$ cat src/rtl/sprite_reg_arbiter.sv
// Arbitrates one sprite register-file port between CPU accesses and a per-frame
// snapshot engine that reads registers 0..NUM_REGS-1, with a bounded starvation guarantee.
module sprite_reg_arbiter #(
  parameter int NUM_REGS     = 17,
  parameter int STARVE_LIMIT = 4
) (
  input  logic       clk,
  input  logic       rst_n,
  input  logic       cpu_req,
  input  logic [5:0] cpu_addr,
  input  logic       cpu_we,
  input  logic [7:0] cpu_wdata,
  output logic       cpu_gnt,
  output logic [7:0] cpu_rdata,
  output logic       cpu_rvalid,
  input  logic       frame_start,
  output logic       snap_busy,
  output logic       snap_valid,
  output logic [4:0] snap_idx,
  output logic [7:0] snap_data,
  output logic       snap_done,
  output logic       snap_miss,
  output logic [5:0] reg_addr,
  output logic       reg_we,
  output logic [7:0] reg_wdata,
  input  logic [7:0] reg_rdata
);

  localparam int              CNT_W      = (STARVE_LIMIT < 1) ? 1 : $clog2(STARVE_LIMIT + 1);
  localparam logic [4:0]      LAST_IDX   = 5'(NUM_REGS - 1);
  localparam logic [CNT_W-1:0] STARVE_MAX = CNT_W'(STARVE_LIMIT);

  typedef enum logic [1:0] {IDLE = 2'd0, SNAP = 2'd1, DONE = 2'd2} state_e;

  state_e           state_q, state_d;
  logic [4:0]       idx_q, idx_d;
  logic [CNT_W-1:0] starve_q, starve_d;
  logic [7:0]       cpu_rdata_q, cpu_rdata_d;
  logic             cpu_rvalid_q, cpu_rvalid_d;
  logic             snap_valid_q, snap_valid_d;
  logic [4:0]       snap_idx_q, snap_idx_d;
  logic [7:0]       snap_data_q, snap_data_d;
  logic             snap_done_q, snap_done_d;
  logic             snap_miss_q, snap_miss_d;
  logic             engine_req, engine_force, engine_win;

  // Busy spans the whole snapshot including the trailing done pulse, so a
  // frame_start landing on the done pulse is reported as a miss, not a restart.
  assign snap_busy  = (state_q != IDLE) | snap_done_q;
  assign cpu_rdata  = cpu_rdata_q;
  assign cpu_rvalid = cpu_rvalid_q;
  assign snap_valid = snap_valid_q;
  assign snap_idx   = snap_idx_q;
  assign snap_data  = snap_data_q;
  assign snap_done  = snap_done_q;
  assign snap_miss  = snap_miss_q;

  always_ff @(posedge clk) begin
    if (!rst_n) begin
      state_q <= IDLE;
    end else begin
      state_q <= state_d;
    end
  end

  always_comb begin
    state_d = state_q;
    case (state_q)
      IDLE:    if (frame_start && !snap_busy) state_d = SNAP; else state_d = IDLE;
      SNAP:    if (engine_win && (idx_q == LAST_IDX)) state_d = DONE; else state_d = SNAP;
      DONE:    state_d = IDLE;
      default: state_d = IDLE;
    endcase
  end

  always_comb begin
    engine_req   = (state_q == SNAP);
    engine_force = engine_req && (starve_q == STARVE_MAX);
    cpu_gnt      = cpu_req && !engine_force;
    engine_win   = engine_req && !cpu_gnt;
    if (cpu_gnt) begin
      reg_addr  = cpu_addr;
      reg_we    = cpu_we;
      reg_wdata = cpu_wdata;
    end else if (engine_win) begin
      reg_addr  = {1'b0, idx_q};
      reg_we    = 1'b0;
      reg_wdata = 8'h00;
    end else begin
      reg_addr  = 6'd0;
      reg_we    = 1'b0;
      reg_wdata = 8'h00;
    end
  end

  always_comb begin
    idx_d    = idx_q;
    starve_d = starve_q;
    if ((state_q == IDLE) && frame_start && !snap_busy) begin
      idx_d    = 5'd0;
      starve_d = '0;
    end else if (engine_win) begin
      idx_d    = idx_q + 5'd1;
      starve_d = '0;
    end else if (engine_req) begin
      starve_d = starve_q + CNT_W'(1);
    end else begin
      starve_d = starve_q;
    end
    cpu_rvalid_d = cpu_gnt && !cpu_we;
    cpu_rdata_d  = cpu_rvalid_d ? reg_rdata : cpu_rdata_q;
    snap_valid_d = engine_win;
    snap_idx_d   = engine_win ? idx_q : snap_idx_q;
    snap_data_d  = engine_win ? reg_rdata : snap_data_q;
    snap_done_d  = (state_q == DONE);
    snap_miss_d  = frame_start && snap_busy;
  end

  always_ff @(posedge clk) begin
    if (!rst_n) begin
      idx_q        <= 5'd0;
      starve_q     <= '0;
      cpu_rdata_q  <= 8'h00;
      cpu_rvalid_q <= 1'b0;
      snap_valid_q <= 1'b0;
      snap_idx_q   <= 5'd0;
      snap_data_q  <= 8'h00;
      snap_done_q  <= 1'b0;
      snap_miss_q  <= 1'b0;
    end else begin
      idx_q        <= idx_d;
      starve_q     <= starve_d;
      cpu_rdata_q  <= cpu_rdata_d;
      cpu_rvalid_q <= cpu_rvalid_d;
      snap_valid_q <= snap_valid_d;
      snap_idx_q   <= snap_idx_d;
      snap_data_q  <= snap_data_d;
      snap_done_q  <= snap_done_d;
      snap_miss_q  <= snap_miss_d;
    end
  end

endmodule
$ cat config.mk
export PLATFORM = sky130hd
export DESIGN_NAME = sprite_reg_arbiter
export DESIGN_NICKNAME = d
export VERILOG_FILES = /design/src/rtl/sprite_reg_arbiter.sv
export SDC_FILE = /design/constraint.sdc
export NUM_CORES = 1
export LEC_CHECK = 0
export ABC_AREA = 1
export CAP_MARGIN = 10
export CORE_MARGIN = 4
export CORE_UTILIZATION = 37
export DETAILED_ROUTE_END_ITERATION = 6
export PLACE_DENSITY = 0.75
export SETUP_SLACK_MARGIN = 0.2
export SYNTH_ARGS = -nofsm -noshare
export SYNTH_HDL_FRONTEND = slang
export SYNTH_SLANG_ARGS = --single-unit
$ cat constraint.sdc
create_clock -name clk -period 1.55 [get_ports clk]
set_clock_uncertainty 0.15 [all_clocks]
set_input_delay 0.31 -clock clk [delete_from_list [all_inputs] [get_ports clk]]
set_output_delay 0.31 -clock clk [all_outputs]
set_load 0.02 [all_outputs]
Word level (Yosys, flattened, before mapping) --
Index checks and enable logic that the tools add are counted.
Storage, ports and cells: flip-flop bits (word level) 35, logic and storage cells 42, output and inout port bits 42, input bits 27
Cells by class: multiplexer cells 7, eq/ne operators 4, reduce and logical (&&, ||, !) cells 17, bitwise operators 2, add/subtract/negate cells 2
Operators by type and width (count):
- logical AND 1 bit | 9
- 2-to-1 mux 8 bit | 1
- 2-to-1 mux 6 bit | 1
- adder 5 x 1 -> 5 bit, second input constant | 1
- == test 5 bit, second input constant | 1
- 2-to-1 mux 5 bit | 1
- logical NOT 1 bit | 4
- one-hot mux 2 bit (2 select lines) | 1
- adder 3 x 1 -> 3 bit, second input constant | 1
- == test 3 bit, second input constant | 1
- OR reduction 3 bit | 1
- == test 2 x 1 -> 1 bit, second input constant | 1
- == test 2 bit, second input constant | 1
- logical NOT 2 bit | 1
- 2-to-1 mux 1 bit | 2
- 2-to-1 mux 2 bit | 1
- nonzero test 2 bit | 1
- OR reduction 2 bit | 1
- inverter 1 bit | 1
- OR 1 bit | 1

Longest topological paths before layout --
Gate-level depths: netlist (run 1).
depth after elaboration 9, mapped depth 10, depth with buffers taken out 9

Least setup slack after synthesis (run 1) --
Ideal clock, no wire load.
kind reg-to-output, start reg starve_q[0], end out reg_addr[1], data required time 1.090 ns, path slack -0.341 ns, path buffers 1, arrival time 1.431 ns, stages on the path, launching flop included 8, path through dfxtp_1 inv_1 ha_1 nand2_1 a21oi_2 buf_6 inv_2 o21ai_0
Between the ends: longest elaborated chain between the ends 8
RTL lines:
- from (decl) | RTL line 37 | logic [CNT_W-1:0] starve_q, starve_d;
- from (signal assigned) | RTL line 132 | starve_q <= starve_d;
- == test 3 bit (*) | RTL line 78 | engine_force = engine_req && (starve_q == STARVE_MAX);
- logical AND 1 bit (*) | RTL line 78
- logical NOT 1 bit (*) | RTL line 79 | cpu_gnt = cpu_req && !engine_force;
- logical AND 1 bit (*) | RTL line 79
- logical NOT 1 bit | RTL line 80 | engine_win = engine_req && !cpu_gnt;
- logical AND 1 bit | RTL line 80
- 2-to-1 mux 5 bit | RTL line 85 | end else if (engine_win) begin
- 2-to-1 mux 6 bit (*) | RTL line 81 | if (cpu_gnt) begin
- to (decl) | RTL line 23 | output logic [5:0] reg_addr,
Mark *: on every way between the ends. The rest lies on a longest branch, timed or not.

Final worst setup path (run 1) --
start reg starve_q[0], end out reg_addr[0]
The elaborated chain is that of the path after synthesis.

==> run_results.csv, run 1 <==
group,metric,value,unit
power,powerDensity,761,nW/µm²
sta,final-setup-viol-count,46,
grt,grt_pass1_wl,8.01,mm
floorplanning,rows,23,
floorplanning,die_w,72.8,µm
power,totalPowerFinal,2.34,mW
sta,worst_pin_slew,0.229,ns
place,dp_hpwl,3.36,mm
min_path,hold_path.class,"reg -> reg",
place,place_area,2640,µm²
clock_tree,clk_latency,0.29,ns
sta,slew_violations,0,
sta,relSlewSlack,84.7,%
synth,ys_ff_latch,35,
sta,worst_hold_slack,0.306,ns
layout,drive_gt1_share,52.6,%
worst_setup_path,critPathLaunch,"starve_q[0]",
clock_tree,htreeDepth,2,
power,ir_drop,0.571,mV
layout,nFillCells,277,
flow_run,drv_cap,0,
worst_setup_path,r2r-start,"starve_q[0]",
route,wl,5.54,mm
route,postRouteAntennaNets,0,
clock_tree,cts_hold_buf,0,
worst_setup_path,critical_path_class,"reg -> out",
synth,synth_cell_types,21,
layout,fin_area,3080,µm²
sta,hold_viol,0,
synth,netlist_instances,223,
floorplanning,dieArea,5300,µm²
grt,grt_pass1_vias,1759,
status,failed_checks,"negative setup slack",
worst_setup_path,critPathCaptureType,"output pin",
layout,final-instance-count-excl-fill,392,
sta,rsz0062_at_grt,"yes",
clock_tree,numCtsBuffers,5,
min_path,hold_path_startpoint,"snap_data[7]",
synth,synth_area,1550,µm²
synth,syn_nets,254,
clock_tree,path_clk_slew,0.08,ns
floorplanning,start_util,38.5,%
clock_tree,cts_root_buf,"clkbuf_8",
synth,yosysSeqAreaShare,45.1,%
synth,yosys_warnings,0,
clock_tree,cts_sinks,35,
worst_setup_path,crit_arrival,1.52,ns
place,numPortBuffers,68,
route,initialDrtViolationCount,60,
grt,grt-ovfl-total,0,
synth,syn_avg_cell_area,6.96,µm²
layout,diodes,0,
floorplanning,core,4030,µm²
layout,final_nets,372,
grt,antenna_found_initial,0,
place,placedCellCount,365,
sta,min_period,1.98,ns
floorplanning,die_y,72.8,µm
worst_setup_path,worstPathRequired,1.09,ns
route,remaining_drc_errors,0,
grt,grt_max_degree,13,
grt,track_usage,19.4,%
sta,fmax,0.505,GHz
route,vias,1828,
sta,period_share,128,%
worst_setup_path,rrSetupSlack,-0.42,ns
route,firstDrtPassIters,4,
floorplanning,io_pins,69,
sta,fin_ws,-0.429,ns
worst_setup_path,cp-start-kind,"flip-flop",
layout,area_delta_synth_final,98.1,%
route,viasPerCell,4.66,
clock_tree,cts_tree,"done",
clock_tree,clock_path_buffers,2,
power,p_leak,1.51,nW
route,wl_per_cell,14.1,µm
place,gp_congestion,0.800,
status,status,"finished, violations left",
worst_setup_path,crit_fanout,3,
[repair_timing]
action	in CTS	in global routing
cloned	3	1
setup buffers	8	7
endpoints found under the setup margin	74	55
pin swaps	24	14
resized for setup	247	33
hold endpoints to repair	0	0
[worst max-delay path, stage by stage, from the launching register on]
cell     delay, ns
dfxtp_2       0.33
inv_2         0.07
ha_4          0.13
nand2_4       0.05
a21oi_4       0.19
buf_6         0.14
buf_6         0.10
nand2_4       0.04
nand2_2       0.06
buf_6         0.11
[sequential cells by signal, summed over array words and instances, names as in the netlist]
register / count
cpu_rdata: 8
cpu_rvalid: 1
idx_q: 5
snap_data: 8
snap_done: 1
snap_idx: 5
snap_miss: 1
snap_valid: 1
starve_q: 3
state_q: 2
[path summary, 6_finish.rpt]
| check | end | cells after the start |
|---|---|---|
| max reg2reg | snap_idx[3] | 13 |
| min | snap_data[7] | 2 |
| max | reg_addr[0] | 9 |
| min reg2reg | snap_data[7] | 2 |
[layer usage]
metal | vias up | share of wire (%) | global-route usage, %
met5 | - | 0 | 0
met4 | 0 | 1.1 | 6.76
met3 | 8 | 6.5 | 5.51
met2 | 47 | 55 | 34.6
met1 | 868 | 37 | 22.0
li1 | 905 | - | -
[cell usage after synthesis]
master,instances,share of area (%)
xor2_1,1,0.56
buf_6,3,2.2
nor2_1,34,8.2
ha_1,4,3.2
a21oi_1,7,2.3
inv_2,2,0.48
dfxtp_1,35,45
buf_2,2,0.64
inv_1,31,7.5
clkbuf_8,1,0.89
a21oi_2,1,0.56
inv_4,1,0.40
nand3_1,3,0.97
nand2_2,1,0.40
nor3_1,2,0.64
o21ai_0,8,2.6
nand4_1,2,0.81
nand2_4,2,1.5
nand3_4,1,1.1
nor2_2,1,0.40
nand2_1,81,20
[cell type report]
| type | instances | area [µm²] | area share [%] |
|---|---|---|---|
| sequential | 35 | 704 | 22.9 |
| timing repair inverter | 1 | 6.26 | 0.203 |
| clock buffer | 5 | 68.8 | 2.24 |
| tap | 50 | 62.6 | 2.03 |
| multi-input combinational | 150 | 1020 | 33.3 |
| inverter | 34 | 143 | 4.64 |
| timing repair buffer | 114 | 1020 | 33.3 |
| clock inverter | 3 | 43.8 | 1.42 |
[where the power goes]
group / switching [mW] / leakage, nW / internal (mW) / total (mW)
combinational: 0.290 / 1.16 / 0.266 / 0.556
sequential: 0.0176 / 0.286 / 0.930 / 0.948
clock: 0.359 / 0.0581 / 0.479 / 0.838
total: 0.667 / 1.51 / 1.67 / 2.34
[stage by stage]
step | worst slack (ns) | setup TNS [ns] | utilization, %
after floorplan | -0.0368 | -0.0673 | -
after global placement | -0.901 | -21.46 | 65.6
after detailed placement | -0.927 | -22.44 | 65.6
after CTS | -0.382 | -9.03 | 72.7
after global routing | -0.490 | -16.55 | 76.4
final | -0.429 | -13.61 | 76.4
[layout by cell type, fill, tap and decap left out, types with 2 or more instances in the layout]
cell type        count
inv_1               27
o21ai_4              3
dfxtp_1             32
nand3_1              2
clkbuf_8             5
nor2_4              12
inv_2                4
o21ai_1              3
nand4_1              2
dfxtp_2              3
o21ai_2              2
nand2_2             31
clkdlybuf4s15_2      2
buf_4               29
inv_4                2
clkdlybuf4s50_1     25
nand2_1             44
nor2_1              20
nand2_4              8
nand3_4              3
ha_1                 3
buf_2               23
a21oi_2              6
buf_6               31
nor2_2               3
[kinds of logic (layout without fill, tap and decap cells)]
logic type,count (synthesis),in the layout,share of synthesized area (%)
flops,35,35,45.1
xor+xnor,1,1,0.564
compound gates,16,16,5.40
simple gates,127,129,33.6
fa+ha+maj,4,4,3.22
buf+inv,40,157,12.1
No activity file was read; power rests on OpenSTA's default activity.
==> run 2: changes to the inputs <==
--- a/config.mk
+++ b/config.mk
@@ -6,7 +6,7 @@
 export NUM_CORES = 1
 export LEC_CHECK = 0
 export ABC_AREA = 1
-export CAP_MARGIN = 10
+export CAP_MARGIN = 20
 export CORE_MARGIN = 4
 export CORE_UTILIZATION = 37
 export DETAILED_ROUTE_END_ITERATION = 6
==> results of run 2 <==
Final layout, timing and power as in run 1 (identical DEF).
